### config.mk
export PLATFORM = sky130hd
export DESIGN_NAME = seq_multi_shifter
export DESIGN_NICKNAME = d
export VERILOG_FILES = /design/src/rtl/shifter_pkg.sv /design/src/rtl/shift_stage.sv /design/src/rtl/seq_multi_shifter.sv
export SDC_FILE = /design/constraint.sdc
export NUM_CORES = 1
export LEC_CHECK = 0
export ABC_AREA = 1
export CORE_UTILIZATION = 42
export DETAILED_ROUTE_END_ITERATION = 10
export GPL_TIMING_DRIVEN = 0
export PLACE_DENSITY = 0.76
export SLEW_MARGIN = 40
export SYNTH_ARGS = -nofsm -noshare
export SYNTH_HDL_FRONTEND = slang
export SYNTH_SLANG_ARGS = --single-unit
### constraint.sdc
create_clock -name clk -period 1.4 [get_ports clk]
set_input_delay 0.28 -clock clk [delete_from_list [all_inputs] [get_ports clk]]
set_output_delay 0.28 -clock clk [all_outputs]
set_load 0.05 [all_outputs]
### src/rtl/shifter_pkg.sv
// Shared types for the sequential multi-mode shifter.
package shifter_pkg;

  // Shift mode encoding as presented on the mode input.
  typedef enum logic [1:0] {
    SH_ASR = 2'b00,
    SH_LSR = 2'b01,
    SH_LSL = 2'b10,
    SH_ROR = 2'b11
  } shift_mode_e;

  // Control states of the shifter.
  typedef enum logic [1:0] {
    S_IDLE  = 2'b00,
    S_SHIFT = 2'b01,
    S_DONE  = 2'b10
  } shift_state_e;

endpackage

### src/rtl/shift_stage.sv
// Combinational shift of one word by 0..STEP positions in a selectable mode.
module shift_stage
  import shifter_pkg::*;
#(
  parameter int unsigned WIDTH = 16,
  parameter int unsigned STEP  = 1,
  parameter int unsigned KW    = $clog2(STEP + 1)
) (
  input  logic [WIDTH-1:0] data,
  input  logic [KW-1:0]    k,
  input  shift_mode_e      mode,
  output logic [WIDTH-1:0] shifted_c
);

  logic [2*WIDTH-1:0] dbl_c;

  // Rotate is taken from the low half of the doubled word shifted right.
  always_comb begin
    dbl_c     = {data, data} >> k;
    shifted_c = data;
    case (mode)
      SH_ASR:  shifted_c = WIDTH'($signed(data) >>> k);
      SH_LSR:  shifted_c = data >> k;
      SH_LSL:  shifted_c = data << k;
      SH_ROR:  shifted_c = dbl_c[WIDTH-1:0];
      default: shifted_c = data;
    endcase
  end

endmodule

### src/rtl/seq_multi_shifter.sv
// Sequential shifter: loads an operand, then shifts up to STEP bits per clock.
module seq_multi_shifter
  import shifter_pkg::*;
#(
  parameter int unsigned WIDTH = 16,
  parameter int unsigned STEP  = 1,
  parameter int unsigned AW    = $clog2(WIDTH)
) (
  input  logic             clk,
  input  logic             rst_n,
  input  logic             start,
  input  logic [WIDTH-1:0] in_data,
  input  logic [AW-1:0]    amt,
  input  logic [1:0]       mode,
  output logic             busy,
  output logic             done,
  output logic [WIDTH-1:0] out
);

  localparam int unsigned KW = $clog2(STEP + 1);

  shift_state_e     state_q, state_d;
  shift_mode_e      mode_q, mode_d;
  logic [AW-1:0]    rem_q, rem_d;
  logic [WIDTH-1:0] out_d;
  logic [KW-1:0]    k_c;
  logic [WIDTH-1:0] shifted_c;

  // Step size this cycle: whole STEP, or whatever distance is left.
  always_comb begin
    if (32'(rem_q) >= STEP) k_c = KW'(STEP);
    else                    k_c = KW'(rem_q);
  end

  shift_stage #(
    .WIDTH (WIDTH),
    .STEP  (STEP),
    .KW    (KW)
  ) u_stage (
    .data      (out),
    .k         (k_c),
    .mode      (mode_q),
    .shifted_c (shifted_c)
  );

  // Next-state and datapath update; start is only honoured outside SHIFT.
  always_comb begin
    state_d = state_q;
    mode_d  = mode_q;
    rem_d   = rem_q;
    out_d   = out;
    case (state_q)
      S_IDLE, S_DONE: begin
        if (start) begin
          out_d   = in_data;
          rem_d   = amt;
          mode_d  = shift_mode_e'(mode);
          state_d = (amt != '0) ? S_SHIFT : S_DONE;
        end else begin
          state_d = S_IDLE;
        end
      end
      S_SHIFT: begin
        out_d = shifted_c;
        rem_d = rem_q - AW'(k_c);
        if (rem_q == AW'(k_c)) state_d = S_DONE;
      end
      default: state_d = S_IDLE;
    endcase
  end

  // State, working register, remaining distance and latched mode.
  always_ff @(posedge clk or negedge rst_n) begin
    if (!rst_n) begin
      state_q <= S_IDLE;
      mode_q  <= SH_ASR;
      rem_q   <= '0;
      out     <= '0;
    end else begin
      state_q <= state_d;
      mode_q  <= mode_d;
      rem_q   <= rem_d;
      out     <= out_d;
    end
  end

  assign busy = (state_q == S_SHIFT);
  assign done = (state_q == S_DONE);

endmodule

; Yosys cells after proc, flatten, opt, wreduce, memory -nomap -nowiden
; Index checks and enable logic that the tools add are counted.
[word_totals]
reg_bits = 24
input_bits = 25
elab_cells = 35
[op_classes]
n_addsub = 1
magnitude_cmp = 1
n_eq_ne = 8
shifts = 4
n_mux = 10
n_reduce_logical = 7
[ops]
columns = operator, count
row1 = 16-bit case mux with 4 select lines, 1
row2 = 16-bit case mux with 2 select lines, 1
row3 = 32-bit by 1-bit >> shifter with 16-bit output, 1
row4 = 16-bit two-way mux, 1
row5 = 16-bit by 1-bit << shifter with 16-bit output, 1
row6 = 16-bit by 1-bit >> shifter with 16-bit output, 1
row7 = 16-bit by 1-bit >>> shifter with 16-bit output, 1
row8 = 4-bit case mux with 2 select lines, 1
row9 = "2-bit equality test, second input constant", 3
row10 = 2-bit two-way mux, 3
row11 = "2-bit by 1-bit equality test with 1-bit output, second input constant", 2
row12 = 4-bit by 1-bit equality test with 1-bit output, 1
row13 = "4-bit by 1-bit greater-or-equal comparator with 1-bit output, second input constant", 1
row14 = 2-bit zero test, 2
row15 = 4-bit two-way mux, 1
row16 = 2-bit case mux with 2 select lines, 1
row17 = 2-bit AND reduction, 2
row18 = 4-bit nonzero test, 1
row19 = 4-bit by 1-bit subtractor with 4-bit output, 1
row20 = "2-bit by 1-bit inequality test with 1-bit output, second input constant", 1
row21 = "2-bit inequality test, second input constant", 1
row22 = 2-bit nonzero test, 1
row23 = 2-bit OR reduction, 1
row24 = 1-bit two-way mux, 1

; Logic depth before layout (Yosys ltp)
[logic_depth]
depth_word = 5
ltp_mapped = 9

; Cells and area by module
; From an unflattened synthesis, not the netlist that was laid out.
[hier_totals]
hier_cells = 269
hier_area_um2 = 1774.2
[modules_own_cells]
columns = mod, n_inst, cells_each, area_each_um2, seq_area_each_um2
row1 = seq_multi_shifter, 1, 179, 1341.3, 600.6
row2 = shift_stage, 1, 90, 432.9, 0.0

; Least setup slack after synthesis
; OpenSTA, ideal clock, no wires.
[synth_timing]
kind = register to register
from = register rem_q[3]
to = register rem_q[1]
t_arrival_ps = 1260
path_slack_ps = 50
stages_incl_launch_ff = 7
n_path_buf = 0
period_less_slack_ps = 1350
path_cell_list = dfrtp_1 > nor2_1 > nand2_2 > inv_2 > nor2_1 > ha_1 > o221ai_1
[synth_between]
elab_chain_len = 4
[synth_lines]
columns = item, line_no
row1 = "start, declared", seq_multi_shifter.sv:24  ; logic [AW-1:0] rem_q, rem_d;
row2 = "start signal, assigned", seq_multi_shifter.sv:82  ; rem_q <= rem_d;
row3 = 4-bit by 1-bit greater-or-equal comparator with 1-bit output, seq_multi_shifter.sv:31  ; if (32'(rem_q) >= STEP) k_c = KW'(STEP);
row4 = 1-bit two-way mux, seq_multi_shifter.sv:31
row5 = 4-bit by 1-bit subtractor with 4-bit output, seq_multi_shifter.sv:65  ; rem_d = rem_q - AW'(k_c);
row6 = 4-bit case mux with 2 select lines, seq_multi_shifter.sv:52  ; case (state_q)
; No other way between the ends.
; A chain may end at the register's enable or synchronous reset.

; Worst setup path after layout
[layout_timing]
from = register state_q[0]
to = output port busy
[layout_between]
elab_chain_len = 1
[layout_lines]
columns = item, line_no
row1 = "start, declared", seq_multi_shifter.sv:22  ; shift_state_e state_q, state_d;
row2 = "start signal, assigned", seq_multi_shifter.sv:80  ; state_q <= state_d;
row3 = 2-bit by 1-bit equality test with 1-bit output, seq_multi_shifter.sv:87  ; assign busy = (state_q == S_SHIFT);
row4 = "end, declared", seq_multi_shifter.sv:15  ; output logic busy,
; No other way between the ends.

==> impl_metrics.json <==
{
  "outcome": "complete, but fails checks",
  "violations": "negative setup slack",
  "cp-endpoint": "busy",
  "nFillCells": 301,
  "synthArstFlopShare": 1.00,
  "drt_iter0_drc": 57,
  "synth-simple-area-share": 0.360,
  "via_per_inst": 5.05,
  "setup_viol": 1,
  "ys_seq_area_frac": 0.421,
  "antenna_found_initial": 0,
  "synth-edff-count": 0,
  "num_io_pins": 43,
  "cts_tree": "built",
  "synth_mux_area_frac": 0,
  "clk_pin_slew_ns": 0.14,
  "reg2reg_slack_ns": 0.01,
  "crit_required_ns": 1.12,
  "grt_first_pass_wirelength_um": 6460,
  "start_util": 0.456,
  "endpoint_kind": "output pin",
  "leakage_nw": 1.03,
  "crit_path_cell_trace": "inv_2 -> nor2_4 -> buf_6 -> buf_8",
  "path_class": "reg2out",
  "cap_violations": 0,
  "ir_drop_mv": 1.68,
  "min_path_type": "in2async",
  "slew_headroom": 0.634,
  "layout_commonest_cell": "nand2_1",
  "port-buffer-count": 42,
  "cp_max_fo": 5,
  "maxSlewViolCount": 0,
  "clock.fmax_ghz": 0.702,
  "postLayoutCoreUtil": 0.630,
  "grt_pass1_vias": 1467,
  "grt_overflow_total": 0,
  "yosys-top-cells-area": "dfrtp_1, nand2_1, o21ai_0, inv_1, nand3_1",
  "die_area_sq_mm": 0.00363,
  "ys_seq_elements": 24,
  "cpMaxStageDelayCell": "dfrtp_1",
  "dr_total_vias": 1520,
  "finalCriticalPeriod_ns": 1.42,
  "syn_nets": 229,
  "antennaDiodeCount": 0,
  "syn_inst": 203,
  "r2r_cells": 7,
  "gr-usage-all-layers": 0.242,
  "finalNetCount": 284,
  "rr_endpoint": "out[15]",
  "yosys.area_share.xor_xnor": 0,
  "wirelength_um": 3940,
  "synth-compound-area-share": 0.139,
  "clk_latency_ns": 0.32,
  "mostFrequentLayoutCells": "nand2_1, dfrtp_1, clkdlybuf4s50_1",
  "htree_num_levels": 1,
  "syn_area_per_cell_sq_um": 7.02,
  "grt_max_degree": 25,
  "layout-drive-gt1-share": 0.202,
  "ant_nets": 0,
  "place_congestion": 0.848,
  "r2r-start": "state_q[1]",
  "cts_buffer_depth": 2,
  "ys.flop_type": "dfrtp_1",
  "avgRoutedWirePerCell_um": 13.1,
  "numCtsBuffers": 3,
  "dp_cells": 289,
  "synth_area_leader_cell": "dfrtp_1",
  "start_kind": "register",
  "synth_warnings": 0,
  "setup_ws_ns": -0.0239,
  "rows": 20,
  "netlist.area_leader.share": 0.421,
  "cts_sinks": 24,
  "worstSetupStartpoint": "state_q[0]",
  "period_share": 1.02,
  "hpwl_um": 2630,
  "yosysUniqueCellTypes": 24,
  "synth_area_sq_mm": 0.00143,
  "die_w_um": 60.3,
  "stdcell_count": 301,
  "core_area_sq_mm": 0.00313,
  "worst_slew_pin_slew_ns": 0.549,
  "rsz0062_at_grt": "yes",
  "synthAdderAreaFrac": 0.00878,
  "firstDrtPassIters": 4,
  "hold_violations": 0,
  "synth_top_family_by_area": "simple AND/OR/NAND/NOR gates",
  "slowest_delay_ns": 0.41,
  "syn2layout_area_growth_pct": 38.3,
  "clock_skew_ns": 0.0137,
  "root_buffer": "clkbuf_4",
  "drc": 0,
  "powerDensity_mw_per_mm2": 2780,
  "die_y_um": 60.3,
  "worstPathArrival_ns": 1.14
}
## layer usage
layer,up-vias,part of all wire,track usage
met5,-,0,0
met4,0,0.010,0.0698
met3,4,0.047,0.0498
met2,48,0.51,0.422
met1,714,0.43,0.298
li1,754,-,-
## report_power, final
| group | internal (mW) | total (mW) | switching, mW |
|---|---|---|---|
| combinational | 1.27 | 3.75 | 2.48 |
| clock | 0.159 | 0.370 | 0.211 |
| sequential | 1.04 | 1.37 | 0.327 |
## state kept, by name, indices dropped and copies added, names as in the netlist
name	cells
out	16
rem_q	4
state_q	2
mode_q	2
## cell type report
class	count	area (sq um)	share of cell area
multi-input cells	157	743	0.377
flip-flops and latches	24	601	0.305
repair buffers	50	419	0.213
inverters	16	60.1	0.0305
plain buffers	6	56.3	0.0286
well taps	44	55.1	0.0279
clock buffers	4	36.3	0.0184
## per-stage QoR
stage	setup slack (ns)	setup TNS, ns	area [sq um]	hold WS (ns)	total power [mW]
global placement	-0.463	-11.23	1900	0.495	4.91
detailed placement	-0.456	-5.40	1900	0.302	4.95
CTS	-0.0880	-0.0880	1940	0.471	5.31
floorplan	0.0500	0	1430	-0.0156	3.87
finish	-0.0239	-0.0239	1970	0.494	5.49
global route	-0.0943	-0.904	1970	0.525	5.94
## synthesized netlist by cell type, types with 2 or more instances
library cell / instances
nor2_1: 5
o211ai_1: 3
nor3_1: 3
nand3_1: 10
a21boi_0: 6
o21ai_0: 14
buf_4: 2
nand2_1: 98
buf_2: 3
inv_1: 14
a21oi_1: 4
inv_2: 2
or2_2: 2
dfrtp_1: 24
nand2_2: 4
## what timing repair did
| action | in CTS | in global routing |
|---|---|---|
| hold buffers | 1 | 0 |
| setup buffers | 3 | 4 |
| endpoints found under the hold margin | 24 | 0 |
| pin swaps | 2 | 3 |
| setup endpoints to repair | 34 | 30 |
| gates resized for setup | 82 | 26 |
## critical path, delay by kind of cell, from the launching register on
family / cells / cell delay [ns]
buffers and inverters: 3 / 0.34
flip-flops: 1 / 0.41
AND/OR/NAND/NOR: 1 / 0.09
## cell families (layout without fill, tap and decap cells)
| group | after synthesis | after routing |
|---|---|---|
| simple gates | 125 | 125 |
| compound gates | 31 | 31 |
| flops | 24 | 24 |
| buf+inv | 22 | 76 |
| fa+ha+maj | 1 | 1 |
## worst min-delay path by stage
stage,slack [ns],endpoint
2_1_floorplan,-0.02,mode_q[0]
3_3_place_gp,0.50,out[14]
3_5_place_dp,0.30,rem_q[3]
4_1_cts,0.47,out[15]
5_1_grt,0.53,mode_q[1]
6_report,0.49,mode_q[1]
Note: power is estimated with default switching activity, not from simulation.
